<file path="src/rtl/wrr_arb_pkg.sv">
// Shared types and helpers for the weighted round-robin arbiter.
package wrr_arb_pkg;

  typedef enum logic {
    StIdle  = 1'b0,
    StGrant = 1'b1
  } state_e;

  localparam int unsigned DefaultN  = 4;
  localparam int unsigned DefaultWw = 3;

  // A programmed quantum of zero still grants one cycle.
  function automatic int unsigned eff_weight(input int unsigned w);
    return (w == 0) ? 1 : w;
  endfunction

endpackage

</file>
<file path="src/rtl/rr_pick.sv">
// Combinational rotating priority encoder: first set request bit at or above
// the pointer, wrapping modulo N.
module rr_pick #(
  parameter int unsigned N   = 4,
  parameter int unsigned IDW = 2
) (
  input  logic [N-1:0]   i_request,
  input  logic [IDW-1:0] i_pointer,
  output logic [IDW-1:0] o_winner,
  output logic           o_any_req
);

  always_comb begin
    o_winner  = '0;
    o_any_req = 1'b0;
    for (int k = 0; k < int'(N); k++) begin
      int idx;
      idx = int'(i_pointer) + k;
      if (idx >= int'(N)) idx = idx - int'(N);
      if (!o_any_req && i_request[idx]) begin
        o_any_req = 1'b1;
        o_winner  = IDW'(idx);
      end
    end
  end

endmodule

</file>
<file path="src/rtl/weighted_rr_arbiter.sv">
// Weighted round-robin arbiter with registered one-hot grant.
// Optional WRR_LOCK_EN adds a lock input that holds the grant past quantum expiry.
module weighted_rr_arbiter
  import wrr_arb_pkg::*;
#(
  parameter int unsigned N   = DefaultN,
  parameter int unsigned WW  = DefaultWw,
  parameter int unsigned IDW = 2
) (
  input  logic            clk,
  input  logic            reset_n,
  input  logic [N-1:0]    request,
  input  logic [N*WW-1:0] weight_cfg,
`ifdef WRR_LOCK_EN
  input  logic [N-1:0]    lock,
`endif
  output logic [N-1:0]    grant,
  output logic            grant_valid,
  output logic [IDW-1:0]  grant_id
);

  state_e         r_state;
  logic [IDW-1:0] r_ptr;
  logic [IDW-1:0] r_grant_id;
  logic [N-1:0]   r_grant;
  logic           r_grant_valid;
  logic [WW-1:0]  r_remaining;

  logic           w_own_req;
  logic           w_lock_hold;
  logic           w_tenure_end;
  logic [IDW-1:0] w_next_ptr;
  logic [IDW-1:0] w_pick_ptr;
  logic [IDW-1:0] w_winner;
  logic           w_any_req;
  logic [WW-1:0]  w_win_weight;
  logic [WW-1:0]  w_win_quantum;
  logic [N-1:0]   w_win_onehot;

  assign w_own_req = request[r_grant_id];

`ifdef WRR_LOCK_EN
  assign w_lock_hold = lock[r_grant_id] & w_own_req;
`else
  assign w_lock_hold = 1'b0;
`endif

  assign w_tenure_end = (r_state == StGrant) &&
                        (!w_own_req || ((r_remaining <= WW'(1)) && !w_lock_hold));

  assign w_next_ptr = (r_grant_id == IDW'(N - 1)) ? '0 : r_grant_id + 1'b1;

  // Re-arbitration at tenure end searches from the advanced pointer on the same edge.
  assign w_pick_ptr = w_tenure_end ? w_next_ptr : r_ptr;

  rr_pick #(
    .N  (N),
    .IDW(IDW)
  ) u_rr_pick (
    .i_request(request),
    .i_pointer(w_pick_ptr),
    .o_winner (w_winner),
    .o_any_req(w_any_req)
  );

  assign w_win_weight  = weight_cfg[w_winner*WW +: WW];
  assign w_win_quantum = WW'(eff_weight(32'(w_win_weight)));
  assign w_win_onehot  = {{(N-1){1'b0}}, 1'b1} << w_winner;

  always_ff @(posedge clk or negedge reset_n) begin
    if (!reset_n) begin
      r_state       <= StIdle;
      r_ptr         <= '0;
      r_grant_id    <= '0;
      r_grant       <= '0;
      r_grant_valid <= 1'b0;
      r_remaining   <= '0;
    end else begin
      unique case (r_state)
        StIdle: begin
          if (w_any_req) begin
            r_state       <= StGrant;
            r_grant       <= w_win_onehot;
            r_grant_id    <= w_winner;
            r_grant_valid <= 1'b1;
            r_remaining   <= w_win_quantum;
          end
        end
        StGrant: begin
          if (w_tenure_end) begin
            r_ptr <= w_next_ptr;
            if (w_any_req) begin
              r_grant     <= w_win_onehot;
              r_grant_id  <= w_winner;
              r_remaining <= w_win_quantum;
            end else begin
              r_state       <= StIdle;
              r_grant       <= '0;
              r_grant_id    <= '0;
              r_grant_valid <= 1'b0;
              r_remaining   <= '0;
            end
          end else if (r_remaining > WW'(1)) begin
            r_remaining <= r_remaining - 1'b1;
          end
        end
        default: r_state <= StIdle;
      endcase
    end
  end

  assign grant       = r_grant;
  assign grant_valid = r_grant_valid;
  assign grant_id    = r_grant_id;

endmodule
</file>
<file path="config.mk">
export PLATFORM = sky130hd
export DESIGN_NAME = weighted_rr_arbiter
export DESIGN_NICKNAME = d
export VERILOG_FILES = /design/src/rtl/wrr_arb_pkg.sv /design/src/rtl/rr_pick.sv /design/src/rtl/weighted_rr_arbiter.sv
export SDC_FILE = /design/constraint.sdc
export NUM_CORES = 1
export LEC_CHECK = 0
export BUFFER_PORTS_ARGS = -buffer_cell sky130_fd_sc_hd__buf_2
export CAP_MARGIN = 20
export CORE_UTILIZATION = 49
export CTS_BUF_LIST = sky130_fd_sc_hd__clkbuf_2
export DETAILED_ROUTE_END_ITERATION = 6
export PLACE_DENSITY_LB_ADDON = 0.3
export REMOVE_ABC_BUFFERS = 1
export SYNTH_ARGS = -nofsm -noshare
export SYNTH_HDL_FRONTEND = slang
export SYNTH_SLANG_ARGS = --single-unit
</file>
<file path="constraint.sdc">
create_clock -name clk -period 2.9 [get_ports clk]
set_clock_uncertainty 0.15 [all_clocks]
set_input_delay 0.58 -clock clk [delete_from_list [all_inputs] [get_ports clk]]
set_output_delay 0.58 -clock clk [all_outputs]
set_load 0.05 [all_outputs]
</file>
* After elaboration in Yosys (flattened, before gate mapping)
Cells that the tools add are included.
** Storage, ports and cells
- Register bits after elaboration :: 13
- Output and inout bits :: 7
** Operators by class
- $lt $le $gt $ge :: 11
- $add $sub $neg :: 9
- Multiplexer cells :: 49
- Multiply operators :: 1
- Equal/unequal tests :: 5
- Bitwise operators :: 1
- Reduce and logical (&&, ||, !) cells :: 13
- Shifts and indexed selects :: 2
** Operators by type and width (number)
- 32-bit by 4-bit less-than comparator with 1-bit output, second input constant :: 4
- 32-bit two-way mux :: 4
- 32-bit by 4-bit >= comparator with 1-bit output, second input constant :: 3
- 32-bit by 4-bit subtractor with 32-bit output, second input constant :: 3
- 1-bit two-way mux :: 18
- 2-bit two-way mux :: 9
- 3-bit two-way mux :: 5
- 4-bit two-way mux :: 3
- 12-bit by 5-bit variable part select with 3-bit output :: 1
- 1-bit binary-select mux with 2-bit select :: 5
- 4-bit case mux with 2 select lines :: 1
- 2-bit by 2-bit adder with 3-bit output, second input constant :: 2
- 3-bit case mux with 2 select lines :: 1
- 1-bit logical AND :: 4
- 1-bit logical NOT :: 4
- 2-bit by 2-bit multiplier with 4-bit output, second input constant :: 1
- 2-bit by 1-bit inequality test with 1-bit output, second input constant :: 2
- 1-bit case mux with 2 select lines :: 2
- 2-bit case mux with 2 select lines :: 1
- 2-bit AND reduction :: 2
- 1-bit by 2-bit left shift with 4-bit output, first input constant :: 1
- 2-bit by 3-bit subtractor with 4-bit output, second input constant :: 1
- 2-bit by 1-bit adder with 3-bit output, second input constant :: 1
- 2-bit by 3-bit >= comparator with 1-bit output, second input constant :: 1
- other kinds (12) :: 12

* Depth between registers and ports, before layout
Gate-level depths: netlist of run 1.
- Depth in word-level cells :: 28
- Mapped depth :: 11

* Cells and area by module
Synthesis of run 1 repeated with hierarchy kept, for this count alone.
** Second synthesis, totals
- Cells, all modules :: 79
- Area total of the unflattened synthesis :: 859.6 sq um
** By module, submodules not included
- weighted_rr_arbiter :: times used 1, cells each 64, area each 782.0 sq um
- rr_pick :: times used 1, cells each 15, area each 77.6 sq um

* Worst setup path after synthesis of run 1
No wires, ideal clock.
- Path type :: register to register
- Start point :: register r_grant_id[0] (netlist: grant_id[0])
- End point :: register r_remaining[0]
- Buffers on the path :: 2
- Cell stages (with the launch flop) :: 11
- Arrival :: 2.526 ns
- Slack :: 0.105 ns
- Setup time :: 0.119 ns
- Required time :: 2.631 ns
- Clock period less this slack :: 2.795 ns
- Cells stage by stage :: dfrtp_1 buf_2 nor2b_1 a32oi_2 and2_4 buf_6 mux2_4 o21ai_2 o211ai_1 a31oi_1 a21bo_1
** On the way
- Longest elaborated chain between the ends :: 28
- Elaborated cells on any way between the ends :: 61
- Those cells by class :: add/sub (8); mul (1); order compare (4); eq/ne (3); shift (1); mux (33); reduce/logical (11)
** Ends and longest elaborated chain
- from (decl) :: RTL line weighted_rr_arbiter.sv:24 : logic [IDW-1:0] r_grant_id;
- from (signal assigned) :: RTL line weighted_rr_arbiter.sv:84 : r_grant_id <= w_winner;
- from (signal assigned) :: RTL line weighted_rr_arbiter.sv:94 : r_grant_id <= w_winner;
- branches (longest 28 deep; another with 32-bit by 4-bit subtractor with 32-bit output)
- to (signal assigned) :: RTL line weighted_rr_arbiter.sv:86 : r_remaining <= w_win_quantum;
- to (signal assigned) :: RTL line weighted_rr_arbiter.sv:95 : r_remaining <= w_win_quantum;
- to (signal assigned) :: RTL line weighted_rr_arbiter.sv:104 : r_remaining <= r_remaining - 1'b1;
- to (decl) :: RTL line weighted_rr_arbiter.sv:27 : logic [WW-1:0] r_remaining;
Several ways; the timed one is not identified. The select of a mux whose other input is x is not followed.
A chain may end at the register's enable or synchronous reset.

* Worst setup path in the final report of run 1
- Start point :: register r_remaining[1]
- End point :: register r_remaining[0]
** On the way
- Longest elaborated chain between the ends :: 26
- Elaborated cells on any way between the ends :: 57
- Those cells by class :: add/sub (7); mul (1); order compare (6); eq/ne (2); shift (1); mux (30); reduce/logical (10)
** Ends and longest elaborated chain
- branches (longest 26 deep; another with 32-bit by 4-bit subtractor with 32-bit output)
Several ways; the timed one is not identified. The select of a mux whose other input is x is not followed.

==> results by group, run 1 <==
Clock network
  – CTS buffer count: 3
  – Clock buffer depth: 2
  – Clk_lat worst skew: 0.30 ns
  – Clock sinks: 13
  – CTS tree: built
  – Clk slew on worst S/H paths: 0.14 ns
  – H-tree depth: 1
  – CTS root buffer: clkbuf_2

STA
  – Worst slew pin tran: 0.443 ns
  – Period utilization: 94.1%
  – Setup violators final: 0
  – Max-slew headroom: a little over two thirds
  – Fmax: 366 MHz
  – Fin. Hold Viols: 0
  – Minimum clock period: 2.73 ns
  – Max-slew violations: 0

Status
  – Outcome: finished, final reports clean

Setup path
  – WS Path Type: reg2reg
  – CP startpoint: r_remaining[1]
  – CP Capture Type: register
  – CP Max Fanout: 5
  – Crit start category: register
  – FF-to-FF Start: r_remaining[1]
  – Crit path arrival time: 2.78 ns
  – Worst EP required: 2.95 ns

Final layout
  – Layout cell share with drive strength beyond 1: 32.0%
  – Fin util: 63.1%
  – N_diodes: 0
  – Non-Filler Instances: roughly 170
  – Layout net count: 170
  – Syn-to-layout area delta: 20.1%

Synth
  – Ys async rst share: 100%
  – Post-Syn Instances: 115
  – Area of the mapped netlist: 1040 um^2
  – Post-synth EDFFs: 0
  – Flop and latch count out of synthesis: 13
  – Synth Flop Type: dfrtp_1
  – Distinct cells, synth: 44
  – YS warnings: 0
  – Seq/Total Area, Yosys: a little under a third
  – Syn avg cell area: 9.05 um^2

Min path
  – Worst hold path type: reg2reg
  – Worst min-delay path startpoint: grant[1]

Power and ir drop
  – Clock share of power: 6.6%
  – Switch share: 51.1%
  – Power per cell area: 1300 nW/um^2
  – Gate power share: 73.6%
  – Seq pwr share: 19.8%
  – Cell Int Power: between 700 and 800 uW
  – NetSw: between 800 and 900 uW
  – Worst VDD drop: 713 uV
  – Total leakage power: 0.606 nW

Placement
  – Hpwl dp: approximately 1900 um
  – Placed cell count: 168
  – Global placer's final weighted congestion: 0.783
  – # port buffers: 24

Global routing
  – Vias in the first global route: approximately 910
  – First-pass GRT wire length: between 3000 and 4000 um
  – Largest net degree at the start of global routing: 14
  – Antenna violations before repair: 0
  – Routing usage on met3: 7.04%
  – M1 GR Usage: 30.8%
  – GR Overflow Total: 0
  – GRT Util Overall: 25.3%
  – GRT met2 Usage: between 40% and 50%
  – Gr busiest metal: met2

Flow run
  – Maxcap violations: 0

Floorplanning
  – Die width: roughly 48 um
  – Initial Util: 52.5%
  – DIE HEIGHT: 48.1 um
  – Placement Rows: 16
  – Die area: 2310 um^2
  – Core area: 1980 um^2
  – Ports: 25

Drt
  – Antenna viol nets, final: 0
  – Post-route DRC: 0
  – DR vias/cell: 5.75
  – Post-Route WL: 2450 um
  – Detailed-route wire length per cell: 14.1 um
  – 1st-iter DRT viols: 24
  – Drt pass-1 iters: 4
  – DR vias: 1001
[power by group through the flow]
stage	Clock, mW	Sequential (mW)	Combinational [mW]
after floorplan	0	0.453	0.764
final	0.108	0.322	1.20
after CTS	0.103	0.323	1.18
after global routing	0.116	0.334	1.32
after detailed placement	0	0.326	1.18
after global placement	0	0.321	1.13
[sequential cells by signal (all words and copies together), names as in the netlist]
register and count:
grant_valid 1, r_remaining 3, grant_id 2, r_state 1, r_ptr 2, grant 4
[Yosys cell counts (2+ instances only)]
library cell / instances / area (um^2)
a21oi_1: 2 / 10.0
a31oi_1: 5 / 31.3
a32o_1: 2 / 20.0
dfrtp_1: 13 / 325
ha_1: 4 / 50.1
inv_1: 11 / 41.3
mux2_2: 2 / 22.5
mux2_4: 2 / 30.0
mux2i_1: 4 / 40.0
nand2_1: 10 / 37.5
nand3_1: 3 / 15.0
nand4_1: 3 / 18.8
nor2_1: 3 / 11.3
nor2b_1: 7 / 43.8
nor3b_1: 2 / 15.0
nor4_1: 4 / 25.0
o211ai_1: 3 / 22.5
o21ai_0: 6 / 30.0
o21ai_1: 4 / 20.0
[layout by cell type, fill, tap and decap left out, types with 4 or more instances in the layout]
cell type and instances:
a31oi_1 5, buf_2 24, buf_4 7, clkbuf_2 4, dfrtp_1 13, ha_1 4
inv_1 11, mux2i_1 4, nand2_1 10, nor2b_1 7, nor4_1 4, o21ai_0 6
o21ai_1 4
[stage by stage]
| step | total power, mW | setup TNS (ns) | hold slack [ns] | worst slack (ns) | area (um^2) |
|---|---|---|---|---|---|
| after global routing | 1.77 | -0.00811 | 0.389 | -0.00811 | 1250 |
| after floorplan | 1.22 | 0 | 0.134 | 0.200 | 1010 |
| after CTS | 1.60 | 0 | 0.0128 | 0.125 | 1230 |
| after detailed placement | 1.50 | 0 | 0.333 | 0.154 | 1210 |
| final | 1.63 | 0 | 0.359 | 0.170 | 1250 |
| after global placement | 1.45 | 0 | 0.320 | 0.215 | 1210 |
[path summary, 6_finish.rpt]
check	to	slack, ns	cells past startpoint
max reg2reg	r_remaining[0]	0.17	12
max	r_remaining[0]	0.17	12
max in group asynchronous	grant[1]	1.81	2
min in group asynchronous	r_ptr[0]	0.53	2
min	grant[1]	0.36	1
min reg2reg	grant[1]	0.36	1
[what timing repair did]
item                                    4_1_cts  5_1_grt
gates resized for setup                       0        0
hold buffers                                  0        1
endpoints found under the setup margin        0        2
buffers inserted                              0        1
hold endpoints to repair                      0        2
[layer usage]
metal  wire [um]  share of wire [%]
met1        1190                 49
met2        1150                 47
met3          82                3.3
met4          23               0.94
met5           0                  0
[area by class of cell]
cell class,count,area [um^2]
tap,27,33.8
multi-input combinational,87,647
sequential,13,325
timing repair buffer,32,183
clock buffer,4,20.0
fill,179,732
inverter,11,41.3
[worst max-delay path, stage by stage, from the launching register on]
cell and delay (ns):
dfrtp_1 0.39, inv_1 0.09, ha_1 0.17, o21bai_2 0.20, a32oi_2 0.24, buf_4 0.17
mux2_2 0.35, o2bb2ai_1 0.15, buf_4 0.16, nor3_4 0.05, o211ai_1 0.22, a22oi_1 0.11
a21bo_1 0.20
[cell families after synthesis]
group	share of synthesized area [%]
and+or+nand+nor	20.3
AOI/OAI and AO/OA	26.8
muxes	10.2
DFF	31.2
adders and majority gates	4.81
buffers and inverters	6.61
No activity file was read; power rests on OpenSTA's default activity.
==> inputs of run 2 (changes only) <==
==> constraint.sdc (replaced) <==
create_clock -name clk -period 2.9 [get_ports clk]
set_clock_uncertainty 0.15 [all_clocks]
set_input_delay 0.29 -clock clk [delete_from_list [all_inputs] [get_ports clk]]
set_output_delay 0.29 -clock clk [all_outputs]
set_load 0.05 [all_outputs]
==> run 2 against run 1 <==
Critical path depth did not move. Cell count fell by 0.57%. Sequential share of layout area fell by 0.21 points. Clock-buffer cell count did not move. Fmax fell by 0.56%. Non-clock buffer count fell by 1. Wire length rose by 4.1%. Die area did not move. Cell area rose by 0.80%. Highest routed layer unchanged. Total power rose by 2.0%.
==> results by group, run 2 (synthesis results as in run 1) <==
Setup path
  – Cells along the critical path: inv_2, ha_1, o21bai_2, a32oi_2, buf_4, mux2_2, o2bb2ai_2, buf_6, nor3_4, o211ai_1, a22oi_1, a21bo_1
  – Worst-case reg-to-reg path depth: 12 (unchanged)
  – Slowest CP cell: dfrtp_1
  – Crit start category: register
  – Slowest cell delay on critical path: 0.40 ns (about the same)
  – CP startpoint: r_remaining[1]
  – WS Path Type: reg2reg
  – Crit path arrival time: 2.77 ns (about the same)
  – Worst EP required: 2.93 ns (-0.02 ns)
  – FF-to-FF Start: r_remaining[1]
  – R2R setup slack: 0.15 ns (-0.02 ns)
  – Critical Path Sink: r_remaining[0]
  – R2r endpoint: r_remaining[0]
  – CP Capture Type: register
  – CP Max Fanout: 5 (unchanged)

Clock network
  – H-tree depth: 1 (unchanged)
  – Clk slew on worst S/H paths: 0.15 ns (about the same)
  – Clk_lat worst skew: 0.28 ns (-0.02 ns)
  – CTS root buffer: clkbuf_2
  – CTS tree: built
  – Clock sinks: 13 (unchanged)
  – CTS buffer count: 3 (unchanged)
  – Clock buffer depth: 2 (unchanged)

Global routing
  – Largest net degree at the start of global routing: 14 (unchanged)
  – Vias in the first global route: 930 (+2.6%)
  – Antenna violations before repair: 0 (unchanged)
  – GRT Util Overall: 25.5% (+0.19 points)
  – GR Overflow Total: 0 (unchanged)
  – First-pass GRT wire length: 4130 um (+6.6%)

Final layout
  – Fin util: 63.6% (+0.50 points)
  – Non-Filler Instances: 173 (-0.57%)
  – N_diodes: 0 (unchanged)
  – Syn-to-layout area delta: 21.0%
  – Layout cell share with drive strength beyond 1: 34.2% (+2.3 points)
  – Commonest non-fill, non-tap cell in the layout: buf_2
  – FILL cells: 177 (-1.1%)
  – Max FFs per register: 4 (unchanged)
  – Layout net count: 169 (-0.59%)
  – Most frequent cells in the layout: buf_2 (24), dfrtp_1 (13), inv_1 (10), nand2_1 (10), nor2b_1 (7)
  – Cell area after layout: 1260 um^2 (+0.80%)

STA
  – Min Hold Slack: 0.110 ns (-0.249 ns)
  – Fin. Hold Viols: 0 (unchanged)
  – RSZ-0062 raised after global routing: false
  – Post-route setup TNS: 0 ns (unchanged)
  – Max-slew headroom: 68.7% (-0.86 points)
  – Fmax: 364 MHz (-0.56%)
  – Setup violators final: 0 (unchanged)
  – Max-slew violations: 0 (unchanged)
  – Minimum clock period: 2.75 ns (+0.0154 ns)
  – Period utilization: 94.7% (+0.53 points)
  – Worst slew pin tran: 0.465 ns (+0.0213 ns)
  – Worst Setup Slack, final: 0.155 ns (-0.0154 ns)

Placement
  – Post-DP Area: 1200 um^2 (-0.62%)
  – Dpl ws: 0.132 ns (-0.0222 ns)
  – Hpwl dp: 1940 um (+0.54%)
  – Placed cell count: 167 (-0.60%)
  – # port buffers: 24 (unchanged)
  – Global placer's final weighted congestion: 0.784 (+0.14%)

Power and ir drop
  – Power per cell area: 1320 nW/um^2 (+1.2%)
  – Overall power: 1.66 mW (+2.0%)
  – Total leakage power: 0.599 nW (-1.0%)
  – Worst VDD drop: 638 uV (-11%)

Floorplanning
  – DIE HEIGHT: 48.1 um (unchanged)
  – Placement Rows: 16 (unchanged)
  – Die area: 2310 um^2 (unchanged)
  – Die width: 48.1 um (unchanged)
  – Ports: 25 (unchanged)
  – Core area: 1980 um^2 (unchanged)
  – Initial Util: 52.5% (unchanged)

Drt
  – 1st-iter DRT viols: 29 (+21%)
  – DR vias/cell: 5.79 (+0.58%)
  – Detailed-route wire length per cell: 14.7 um (+4.7%)
  – Post-route DRC: 0 (unchanged)
  – Post-Route WL: 2550 um (+4.1%)
  – Drt pass-1 iters: 4 (unchanged)
  – Antenna viol nets, final: 0 (unchanged)
  – DR vias: 1001 (unchanged)

Flow run
  – Maxcap violations: 0 (unchanged)

Min path
  – Worst hold path type: in2reg

Status
  – Outcome: finished, final reports clean
run 2: changes by cell type in the layout (fill, tap and decap cells not counted), sizes merged:
| cell | delta |
|---|---|
| buf | -1 |
run 2: power breakdown:
part           internal (mW)  switching (mW)
combinational          0.514           0.721
clock                 0.0366          0.0641
sequential             0.263          0.0620
run 2: area by class of cell:
| cell class | count | area [um^2] | area share (%) |
|---|---|---|---|
| Multi-Input combinational cell | 87 | 661 | 52.4 |
| Sequential cell | 13 | 325 | 25.8 |
| Timing Repair Buffer | 31 | 179 | 14.2 |
| Inverter | 11 | 41.3 | 3.28 |
| Tap cell | 27 | 33.8 | 2.68 |
| Clock buffer | 4 | 20.0 | 1.59 |
run 2: worst max-delay path: cells and delay by family (launching register included):
| kind | cells | cell delay, ns |
|---|---|---|
| mux | 1 | 0.35 |
| flops | 1 | 0.40 |
| simple gates | 1 | 0.04 |
| compound gates | 6 | 1.16 |
| fa+ha+maj | 1 | 0.16 |
| buf+inv | 3 | 0.36 |
run 2: worst min path at each step:
stage | startpoint | end | slack, ns | depth (start not counted)
after floorplan | reset_n | grant[0] | -0.16 | 0
after global placement | reset_n | r_state | 0.04 | 1
after detailed placement | reset_n | r_state | 0.05 | 1
after CTS | request[2] | r_state | 0.11 | 3
after global routing | request[2] | r_state | 0.10 | 3
final | request[2] | r_state | 0.11 | 3
run 2: per-layer routing:
metal | vias to the layer above | routed length (um) | track usage [%]
met3 | 7 | 93 | 3.70
met4 | 0 | 51 | 8.33
met5 | - | 0 | 0
met2 | 40 | 1210 | 41.1
met1 | 458 | 1200 | 35.0
li1 | 496 | - | -
run 2: timing repair:
item / CTS / global route
gates resized for setup: 0 / 5
setup endpoints to repair: 0 / 3
hold buffers: 1 / 0
hold endpoints to repair: 13 / 0
setup buffers: 0 / 1
==> inputs of run 3 (changes only) <==
--- a/config.mk
+++ b/config.mk
@@ -6,9 +6,9 @@
 export NUM_CORES = 1
 export LEC_CHECK = 0
-export BUFFER_PORTS_ARGS = -buffer_cell sky130_fd_sc_hd__buf_2
 export CAP_MARGIN = 20
-export CORE_UTILIZATION = 49
+export CORE_UTILIZATION = 55
 export CTS_BUF_LIST = sky130_fd_sc_hd__clkbuf_2
 export DETAILED_ROUTE_END_ITERATION = 6
+export DONT_BUFFER_PORTS = 1
 export PLACE_DENSITY_LB_ADDON = 0.3
 export REMOVE_ABC_BUFFERS = 1
--- a/constraint.sdc
+++ b/constraint.sdc
@@ -3,3 +3,3 @@
 set_input_delay 0.29 -clock clk [delete_from_list [all_inputs] [get_ports clk]]
 set_output_delay 0.29 -clock clk [all_outputs]
-set_load 0.05 [all_outputs]
+set_load 0.1 [all_outputs]
==> run 3 against run 2 <==
Critical endpoint is now r_remaining[1]. Critical path depth decreased by 3. Sequential share of layout area increased by 2.8 points. Utilization increased by 1.5 points. Cell area decreased by 9.8%. Critical path type unchanged.
==> results by group, run 3 (synthesis results as in run 1) <==
Global routing
  – Largest net degree at the start of global routing: 14 (unchanged)
  – Vias in the first global route: 795 (-15%)
  – First-pass GRT wire length: 3610 um (-13%)
  – GRT Util Overall: 24.9% (-0.59 points)
  – Antenna violations before repair: 0 (unchanged)
  – GR Overflow Total: 0 (unchanged)

Floorplanning
  – Placement Rows: 15 (-1)
  – Die width: 45.5 um (-5.4%)
  – Core area: 1750 um^2 (-12%)
  – Initial Util: 59.6% (+7.1 points)
  – Die area: 2070 um^2 (-10%)
  – Ports: 25 (unchanged)
  – DIE HEIGHT: 45.5 um (-5.4%)

STA
  – Worst slew pin tran: 0.913 ns (+0.448 ns)
  – Period utilization: 95.0% (+0.35 points)
  – Max-slew headroom: 39.2% (-30 points)
  – Setup violators final: 0 (unchanged)
  – RSZ-0062 raised after global routing: false
  – Minimum clock period: 2.76 ns (+0.0102 ns)
  – Max-slew violations: 0 (unchanged)
  – Fmax: 363 MHz (-0.37%)
  – Fin. Hold Viols: 0 (unchanged)

Placement
  – Global placer's final weighted congestion: 0.845 (+7.8%)
  – # port buffers: 0 (-100%)
  – Hpwl dp: 1670 um (-14%)
  – Placed cell count: 140 (-16%)

Drt
  – DR vias: 911 (-9.0%)
  – Detailed-route wire length per cell: 15.0 um (+1.6%)
  – Antenna viol nets, final: 0 (unchanged)
  – Drt pass-1 iters: 4 (unchanged)
  – Post-Route WL: 2200 um (-14%)
  – DR vias/cell: 6.20 (+7.1%)
  – 1st-iter DRT viols: 22 (-24%)
  – Post-route DRC: 0 (unchanged)

Final layout
  – Most frequent cells in the layout: dfrtp_1 (13), inv_1 (11), nand2_1 (10)
  – Non-Filler Instances: 147 (-15%)
  – Syn-to-layout area delta: 9.13%
  – N_diodes: 0 (unchanged)
  – Layout net count: 145 (-14%)
  – Commonest non-fill, non-tap cell in the layout: dfrtp_1
  – FILL cells: 143 (-19%)
  – Max FFs per register: 4 (unchanged)
  – Layout cell share with drive strength beyond 1: 16.4% (-18 points)

Setup path
  – Slowest CP cell: dfrtp_1
  – CP Capture Type: register
  – Slowest cell delay on critical path: 0.46 ns (+0.06 ns)
  – CP Max Fanout: 6 (+1)
  – Worst EP required: 2.96 ns (+0.03 ns)
  – R2r endpoint: r_remaining[1]
  – Crit start category: register
  – FF-to-FF Start: r_remaining[0]
  – Crit path arrival time: 2.81 ns (+0.04 ns)
  – Cells along the critical path: ha_1, o21bai_2, a32oi_4, and2_4, mux2_4, o21ai_2, o211ai_1, a311oi_1, a21oi_1
  – Worst-case reg-to-reg path depth: 9 (-3)
  – R2R setup slack: 0.14 ns (about the same)
  – WS Path Type: reg2reg

Min path
  – Worst Hold Path EP: r_remaining[2]
  – Worst hold path type: in2reg
  – Worst Hold Path Cells: 4 (+1)
  – Worst min-delay path startpoint: weight_cfg[2]

Clock network
  – CTS root buffer: clkbuf_2
  – Clk slew on worst S/H paths: 0.15 ns (about the same)
  – H-tree depth: 1 (unchanged)
  – Clock buffer depth: 2 (unchanged)
  – CTS buffer count: 3 (unchanged)
  – CTS tree: built
  – Clk_lat worst skew: 0.31 ns (+0.03 ns)
  – Clock sinks: 13 (unchanged)

Flow run
  – Maxcap violations: 0 (unchanged)

Status
  – Outcome: finished, final reports clean
-- run 3: changes by cell type in the layout (fill, tap and decap cells not counted), sizes merged --
cell,change
buf,-26
clkbuf,-1
clkinv,+1
dlygate4sd3,+2
-- run 3: timing repair --
item                                    CTS  global route
endpoints found under the hold margin    14             0
hold buffers                              3             0
endpoints found under the setup margin    0             2
buffers inserted                          0             0
resized for setup                         0             1
-- run 3: layer usage --
layer | track usage [%] | part of all wire [%]
met1 | 32.9 | 50
met3 | 5.56 | 3.9
met4 | 10.9 | 1.9
met5 | 0 | 0
met2 | 38.6 | 44
-- run 3: worst max path at each step --
| stage | from | to | slack, ns | depth (start not counted) |
|---|---|---|---|---|
| after floorplan | grant_id[1] | r_remaining[0] | -0.15 | 8 |
| after global placement | r_remaining[0] | r_remaining[0] | 0.17 | 9 |
| after detailed placement | r_remaining[0] | r_remaining[1] | 0.09 | 9 |
| after CTS | r_remaining[0] | r_remaining[1] | 0.06 | 9 |
| after global routing | r_remaining[0] | r_remaining[0] | 0.002 | 9 |
| final | r_remaining[0] | r_remaining[1] | 0.14 | 9 |
-- run 3: layout make-up --
class | instances | area, um^2 | area share [%]
repair buffers | 7 | 60.1 | 5.29
clock buffers | 3 | 15.0 | 1.32
well taps | 25 | 31.3 | 2.75
flip-flops and latches | 13 | 325 | 28.6
inverters | 11 | 41.3 | 3.63
multi-input cells | 87 | 658 | 57.9
clock inverters | 1 | 5.00 | 0.441
-- run 3: through the flow --
| stage | setup TNS [ns] | cell area [um^2] | util [%] | worst slack, ns | hold WS [ns] |
|---|---|---|---|---|---|
| finish | 0 | 1140 | 65.1 | 0.145 | 0.216 |
| global route | 0 | 1140 | 65.1 | 0.00222 | 0.221 |
| CTS | 0 | 1120 | 64.4 | 0.0643 | 0.213 |
| detailed placement | 0 | 1070 | 61.6 | 0.0865 | -0.155 |
| global placement | 0 | 1070 | 61.6 | 0.174 | -0.155 |
| floorplan | -0.271 | 1010 | - | -0.146 | -0.156 |
-- run 3: worst max-delay path: cells and delay by family, from the launching register on --
family	cells	cell delay, ns
flops	1	0.46
fa+ha+maj	1	0.20
simple gates	1	0.24
compound gates	6	1.25
mux	1	0.35
Power of run 3 is left out: the tool's default activity adds up to more than one toggle a clock period on the data nets, which glitch-free logic cannot reach.
